===== src/rtl/pb_debouncer_multi.sv =====
// ----------------------------------------------------------------------------
// pb_debouncer_multi
//
// N-channel push-button conditioner. Each channel is independent and has:
//   - a 2-flop synchroniser on the (optionally inverted) raw input
//   - a debounce filter that toggles the clean level only after the
//     synchronised input has disagreed with it for DELAY consecutive cycles
//   - one-cycle press / release pulses aligned with the level change
//   - long-press detection LONG_CYCLES cycles after the press pulse
//   - optional auto-repeat pulses every REPEAT_CYCLES after the long press
//
// Ports:
//   clk                : base clock, rising edge
//   rst                : asynchronous active-low reset
//   PB                 : raw asynchronous button inputs
//   PB_pressed_status  : debounced level, 1 = pressed
//   PB_pressed_pulse   : one-cycle pulse on debounced press
//   PB_released_pulse  : one-cycle pulse on debounced release
//   PB_long_pulse      : one-cycle pulse when the hold reaches LONG_CYCLES
//   PB_repeat_pulse    : one-cycle auto-repeat pulses while held
//   PB_long_status     : 1 from the long pulse until the debounced release
// ----------------------------------------------------------------------------
module pb_debouncer_multi #(
    parameter int N_CH          = 4,
    parameter int DELAY         = 15,
    parameter int LONG_CYCLES   = 50000000,
    parameter int REPEAT_EN     = 1,
    parameter int REPEAT_CYCLES = 10000000,
    parameter int ACTIVE_LOW    = 0
) (
    input  logic            clk,
    input  logic            rst,
    input  logic [N_CH-1:0] PB,
    output logic [N_CH-1:0] PB_pressed_status,
    output logic [N_CH-1:0] PB_pressed_pulse,
    output logic [N_CH-1:0] PB_released_pulse,
    output logic [N_CH-1:0] PB_long_pulse,
    output logic [N_CH-1:0] PB_repeat_pulse,
    output logic [N_CH-1:0] PB_long_status
);

    localparam int DB_W   = $clog2(DELAY);
    localparam int HOLD_W = $clog2(LONG_CYCLES + 1);
    // A single-cycle repeat period still needs a one-bit counter to exist.
    localparam int REP_W  = (REPEAT_CYCLES > 1) ? $clog2(REPEAT_CYCLES) : 1;

    localparam logic [DB_W-1:0]   DB_LAST   = DB_W'(DELAY - 1);
    localparam logic [HOLD_W-1:0] HOLD_MAX  = HOLD_W'(LONG_CYCLES);
    localparam logic [HOLD_W-1:0] HOLD_FIRE = HOLD_W'(LONG_CYCLES - 1);
    localparam logic [REP_W-1:0]  REP_LAST  = REP_W'(REPEAT_CYCLES - 1);
    localparam logic              INVERT    = (ACTIVE_LOW != 0);

    // Illegal parameter sets are rejected while elaborating.
    if (N_CH < 1) begin : g_bad_nch
        $error("pb_debouncer_multi: N_CH must be >= 1");
    end
    if (DELAY < 2) begin : g_bad_delay
        $error("pb_debouncer_multi: DELAY must be >= 2");
    end
    if (LONG_CYCLES < 2) begin : g_bad_long
        $error("pb_debouncer_multi: LONG_CYCLES must be >= 2");
    end
    if (REPEAT_CYCLES < 1) begin : g_bad_repeat
        $error("pb_debouncer_multi: REPEAT_CYCLES must be >= 1");
    end

    for (genvar i = 0; i < N_CH; i++) begin : g_ch
        logic              sync_meta;
        logic              sync_q;
        logic              status_q;
        logic [DB_W-1:0]   db_cnt;
        logic [HOLD_W-1:0] hold_cnt;
        logic [REP_W-1:0]  rep_cnt;
        logic              pressed_q;
        logic              released_q;
        logic              long_q;
        logic              repeat_q;
        logic              long_status_q;

        logic              toggle;
        logic              rise;
        logic              fall;
        logic              long_hit;
        logic              repeat_hit;

        // Events decided this cycle that take effect at the next edge.
        // A falling level wins over any long or repeat pulse due at the
        // same edge, so both hit terms are masked by fall.
        always_comb begin
            toggle     = (sync_q != status_q) && (db_cnt == DB_LAST);
            rise       = toggle && !status_q;
            fall       = toggle && status_q;
            long_hit   = status_q && !fall && (hold_cnt == HOLD_FIRE);
            repeat_hit = (REPEAT_EN != 0) && long_status_q && status_q &&
                         !fall && (rep_cnt == REP_LAST);
        end

        // Two-flop synchroniser on the polarity-corrected raw input.
        always_ff @(posedge clk or negedge rst) begin
            if (!rst) begin
                sync_meta <= 1'b0;
                sync_q    <= 1'b0;
            end else begin
                sync_meta <= PB[i] ^ INVERT;
                sync_q    <= sync_meta;
            end
        end

        // Debounce filter: the counter only runs while the synchronised
        // input disagrees with the clean level; any agreement restarts it.
        always_ff @(posedge clk or negedge rst) begin
            if (!rst) begin
                db_cnt   <= '0;
                status_q <= 1'b0;
            end else if (sync_q == status_q) begin
                db_cnt <= '0;
            end else if (db_cnt == DB_LAST) begin
                db_cnt   <= '0;
                status_q <= ~status_q;
            end else begin
                db_cnt <= db_cnt + DB_W'(1);
            end
        end

        // Hold counter: zero in the press-pulse cycle, saturates so the
        // long pulse can only fire once per press.
        always_ff @(posedge clk or negedge rst) begin
            if (!rst) begin
                hold_cnt <= '0;
            end else if (!status_q || fall) begin
                hold_cnt <= '0;
            end else if (hold_cnt != HOLD_MAX) begin
                hold_cnt <= hold_cnt + HOLD_W'(1);
            end
        end

        // Repeat counter runs only after the long press and wraps forever.
        always_ff @(posedge clk or negedge rst) begin
            if (!rst) begin
                rep_cnt <= '0;
            end else if (!long_status_q || fall) begin
                rep_cnt <= '0;
            end else if (rep_cnt == REP_LAST) begin
                rep_cnt <= '0;
            end else begin
                rep_cnt <= rep_cnt + REP_W'(1);
            end
        end

        // Registered event outputs, aligned with the level change.
        always_ff @(posedge clk or negedge rst) begin
            if (!rst) begin
                pressed_q     <= 1'b0;
                released_q    <= 1'b0;
                long_q        <= 1'b0;
                repeat_q      <= 1'b0;
                long_status_q <= 1'b0;
            end else begin
                pressed_q  <= rise;
                released_q <= fall;
                long_q     <= long_hit;
                repeat_q   <= repeat_hit;
                if (fall) begin
                    long_status_q <= 1'b0;
                end else if (long_hit) begin
                    long_status_q <= 1'b1;
                end
            end
        end

        assign PB_pressed_status[i] = status_q;
        assign PB_pressed_pulse[i]  = pressed_q;
        assign PB_released_pulse[i] = released_q;
        assign PB_long_pulse[i]     = long_q;
        assign PB_repeat_pulse[i]   = repeat_q;
        assign PB_long_status[i]    = long_status_q;
    end

endmodule


===== config.mk =====
export PLATFORM = sky130hd
export DESIGN_NAME = pb_debouncer_multi
export DESIGN_NICKNAME = d
export VERILOG_FILES = /design/src/rtl/pb_debouncer_multi.sv
export SDC_FILE = /design/constraint.sdc
export NUM_CORES = 1
export LEC_CHECK = 0
export CAP_MARGIN = 20
export CORE_MARGIN = 1.5
export CORE_UTILIZATION = 67
export DETAILED_ROUTE_END_ITERATION = 10
export GPL_TIMING_DRIVEN = 0
export HOLD_SLACK_MARGIN = 0.1
export PLACE_DENSITY = 0.89
export REMOVE_ABC_BUFFERS = 1
export SLEW_MARGIN = 25
export SYNTH_ARGS = -nofsm -noshare
export SYNTH_HDL_FRONTEND = slang
export SYNTH_SLANG_ARGS = --single-unit

===== constraint.sdc =====
create_clock -name clk -period 5.8 [get_ports clk]
set_input_delay 1.16 -clock clk [delete_from_list [all_inputs] [get_ports clk]]
set_output_delay 1.16 -clock clk [all_outputs]
set_load 0.02 [all_outputs]

==> results.toml <==
[run_status]
status = "finished clean"

[drt]
drt_iter0_drc = 932
totalWireLength_mm = 24.1
dr.pass1.iters = 5
num_vias = 8942
drc_errors = 0
post_drt_wl_per_cell_um = 16.3
ant_nets = 0
vias_per_cell = 6.05

[final_layout]
utilization = 0.765
final_cell_mix = "dfrtp_1 (248), nor2_1 (235), xor2_1 (122)"
drive_above_1_share = 0.0559
fin_cells = 1478
final.fill_count = 1053
diodes = 0
area.growth.synth_to_final_pct = 10.6
fin_nets = 1259
layout_commonest_cell = "dfrtp_1"

[synthesis]
seq_area_frac_synth = 0.515
synth_area_mm2 = 0.0120
netlist_instances = 1222
synth_edf_count = 0
ys.flop_type = "dfrtp_1"
async_reset_ff_frac = 1.00
ys_ff_latch = 248
synth.distinct_cells = 46
yosys_warnings = 0
synth.avg_cell_area_um2 = 9.86

[clock_tree]
cts.hold.buffers_added = 0
cts-root-buf = "clkbuf_16"
clockBufferDepth = 3
cts_tree = "built"
ctsResizeCount = 0
clock_latency_ns = 0.53
numCtsBuffers = 26
cts.sinks = 248
clkTransAtPathRegs_ns = 0.06
ctsHtreeMaxLevel = 1
post_cts_buffers = 0

[worst_setup_path]
max_stage_delay_ns = 0.67
cp_slowest_cell = "clkdlybuf4s50_1"
crit_start = "g_ch[1].status_q$_DFFE_PN0N_"
crit_path_start_kind = "flop"
cp_max_fo = 7
critPathBufInv = 1
path_cells = "clkdlybuf4s50_1"
critPathRequiredTime_ns = 4.64
crit_arrival_ns = 1.72
timing.rr.start = "g_ch[1].db_cnt[0]$_DFF_PN0_"
critical_path_class = "flop to output port"
cp_top_family = "buffers and inverters"
worst-path-stages = 1
cp-end-kind = "output port"
rr_worst_depth = 7

[timing]
fin_skew_ns = 0.0121
hold_ws_ns = 0.347
slew_viol_final = 0
layout_setup_ws_ns = 2.92
finalCritPeriodShare = 0.496
hold_violations = 0
setup_violations = 0
tightest_slew_ns = 0.984
rsz0062_at_grt = "no"
timing.final.crit_period_ns = 2.88
slew_headroom = 0.338
max_freq_mhz = 348

[global_route]
grt_use_total = 0.270
grt_max_degree = 93
antenna_found_initial = 0
grt_pass1_vias = 8975
global_route.overflow_total = 0
grt_pass1_wl_mm = 41.5

[pwr]
p_leak_uw = 0.00540
vdd_drop_max_mv = 0.257
powerDensity_mw_per_mm2 = 263

[run]
maxCapViolations = 0

[floorplan]
num_rows = 48
io_pins = 30
dieArea_mm2 = 0.0188
core_area_mm2 = 0.0174
die-width_um = 137
initial_utilization = 0.692
die_h_um = 137

[placed_design]
port_buffers = 29
preCtsSetupSlack_ns = 3.35
dp_cells = 1430
gp_congestion = 0.830
dpl.hpwl_mm = 15.4

[hold_path]
holdPathStages = 0
min-delay-start = "g_ch[1].sync_meta$_DFF_PN0_"
min_path_type = "flop to flop"
[state kept, by name, indices dropped and copies added, names as in the netlist]
register / count
g_ch.db_cnt: 16
g_ch.hold_cnt: 104
g_ch.long_q: 4
g_ch.long_status_q: 4
g_ch.pressed_q: 4
g_ch.released_q: 4
g_ch.rep_cnt: 96
g_ch.repeat_q: 4
g_ch.status_q: 4
g_ch.sync_meta: 4
g_ch.sync_q: 4
[metal layers]
layer,track usage,routed length [um]
met5,0,0
met2,0.465,12200
met3,0.0385,1010
met1,0.357,10400
met4,0.0842,614
[layout make-up]
class	instances	area [um^2]	share of cell area
Clock buffer	39	781	0.0586
Clock inverter	9	98.8	0.00742
Inverter	32	120	0.00901
Multi-Input combinational cell	893	5470	0.411
Sequential cell	248	6210	0.466
Tap cell	225	282	0.0211
Timing Repair Buffer	32	365	0.0274
[Yosys cell counts (4+ instances only)]
cell type | number | share of area
a21oi_1 | 10 | 0.0042
and2_1 | 10 | 0.0052
and3_1 | 33 | 0.017
and4_1 | 12 | 0.0087
buf_2 | 6 | 0.0025
buf_4 | 26 | 0.016
clkbuf_1 | 17 | 0.0053
dfrtp_1 | 248 | 0.52
ha_1 | 20 | 0.021
inv_1 | 32 | 0.010
nand2_1 | 74 | 0.023
nand2b_1 | 11 | 0.0057
nand3_1 | 98 | 0.041
nand4_1 | 57 | 0.030
nand4b_1 | 4 | 0.0029
nor2_1 | 235 | 0.073
nor2b_1 | 4 | 0.0021
nor3_1 | 30 | 0.012
nor3b_1 | 10 | 0.0062
nor4_1 | 21 | 0.011
nor4b_1 | 12 | 0.0087
o21ai_0 | 7 | 0.0029
o31ai_1 | 4 | 0.0025
or2_2 | 9 | 0.0047
or3_1 | 9 | 0.0047
or4_1 | 5 | 0.0031
xnor2_1 | 64 | 0.047
xor2_1 | 122 | 0.089
[logic make-up (layout without fill, tap and decap cells)]
logic type | count (synthesis) | after routing | share of synthesized area
xor+xnor | 186 | 186 | 0.135
simple gates | 652 | 652 | 0.276
buf+inv | 81 | 112 | 0.0340
fa+ha+maj | 20 | 20 | 0.0208
flops | 248 | 248 | 0.515
compound gates | 32 | 32 | 0.0162
mux | 3 | 3 | 0.00249
[report_power, final]
| part | internal, uW | total, uW | switching [uW] |
|---|---|---|---|
| logic | 15.0 | 56.4 | 41.4 |
| clock network | 1020 | 1690 | 676 |
| registers | 1740 | 1750 | 9.92 |
[metrics by stage]
step	power [uW]	setup TNS, ns	instance area [um^2]
6_report	3500	0	13300
5_1_grt	3600	0	13300
4_1_cts	3520	0	13300
3_3_place_gp	1830	-1615.86	12300
3_5_place_dp	1840	0	12400
2_1_floorplan	1790	0	11800
[path summary, 6_finish.rpt]
path / endpoint / slack, ns
worst min register to register: g_ch[1].sync_q$_DFF_PN0_ / 0.35
max in group asynchronous: g_ch[2].hold_cnt[16]$_DFFE_PN0P_ / 3.94
worst min-delay path: g_ch[1].sync_q$_DFF_PN0_ / 0.35
min in group asynchronous: g_ch[3].rep_cnt[20]$_DFF_PN0_ / 0.59
worst max register to register: g_ch[1].long_q$_DFF_PN0_ / 3.50
worst max-delay path: PB_pressed_status[1] / 2.92
Note: power is estimated with default switching activity, not from simulation.
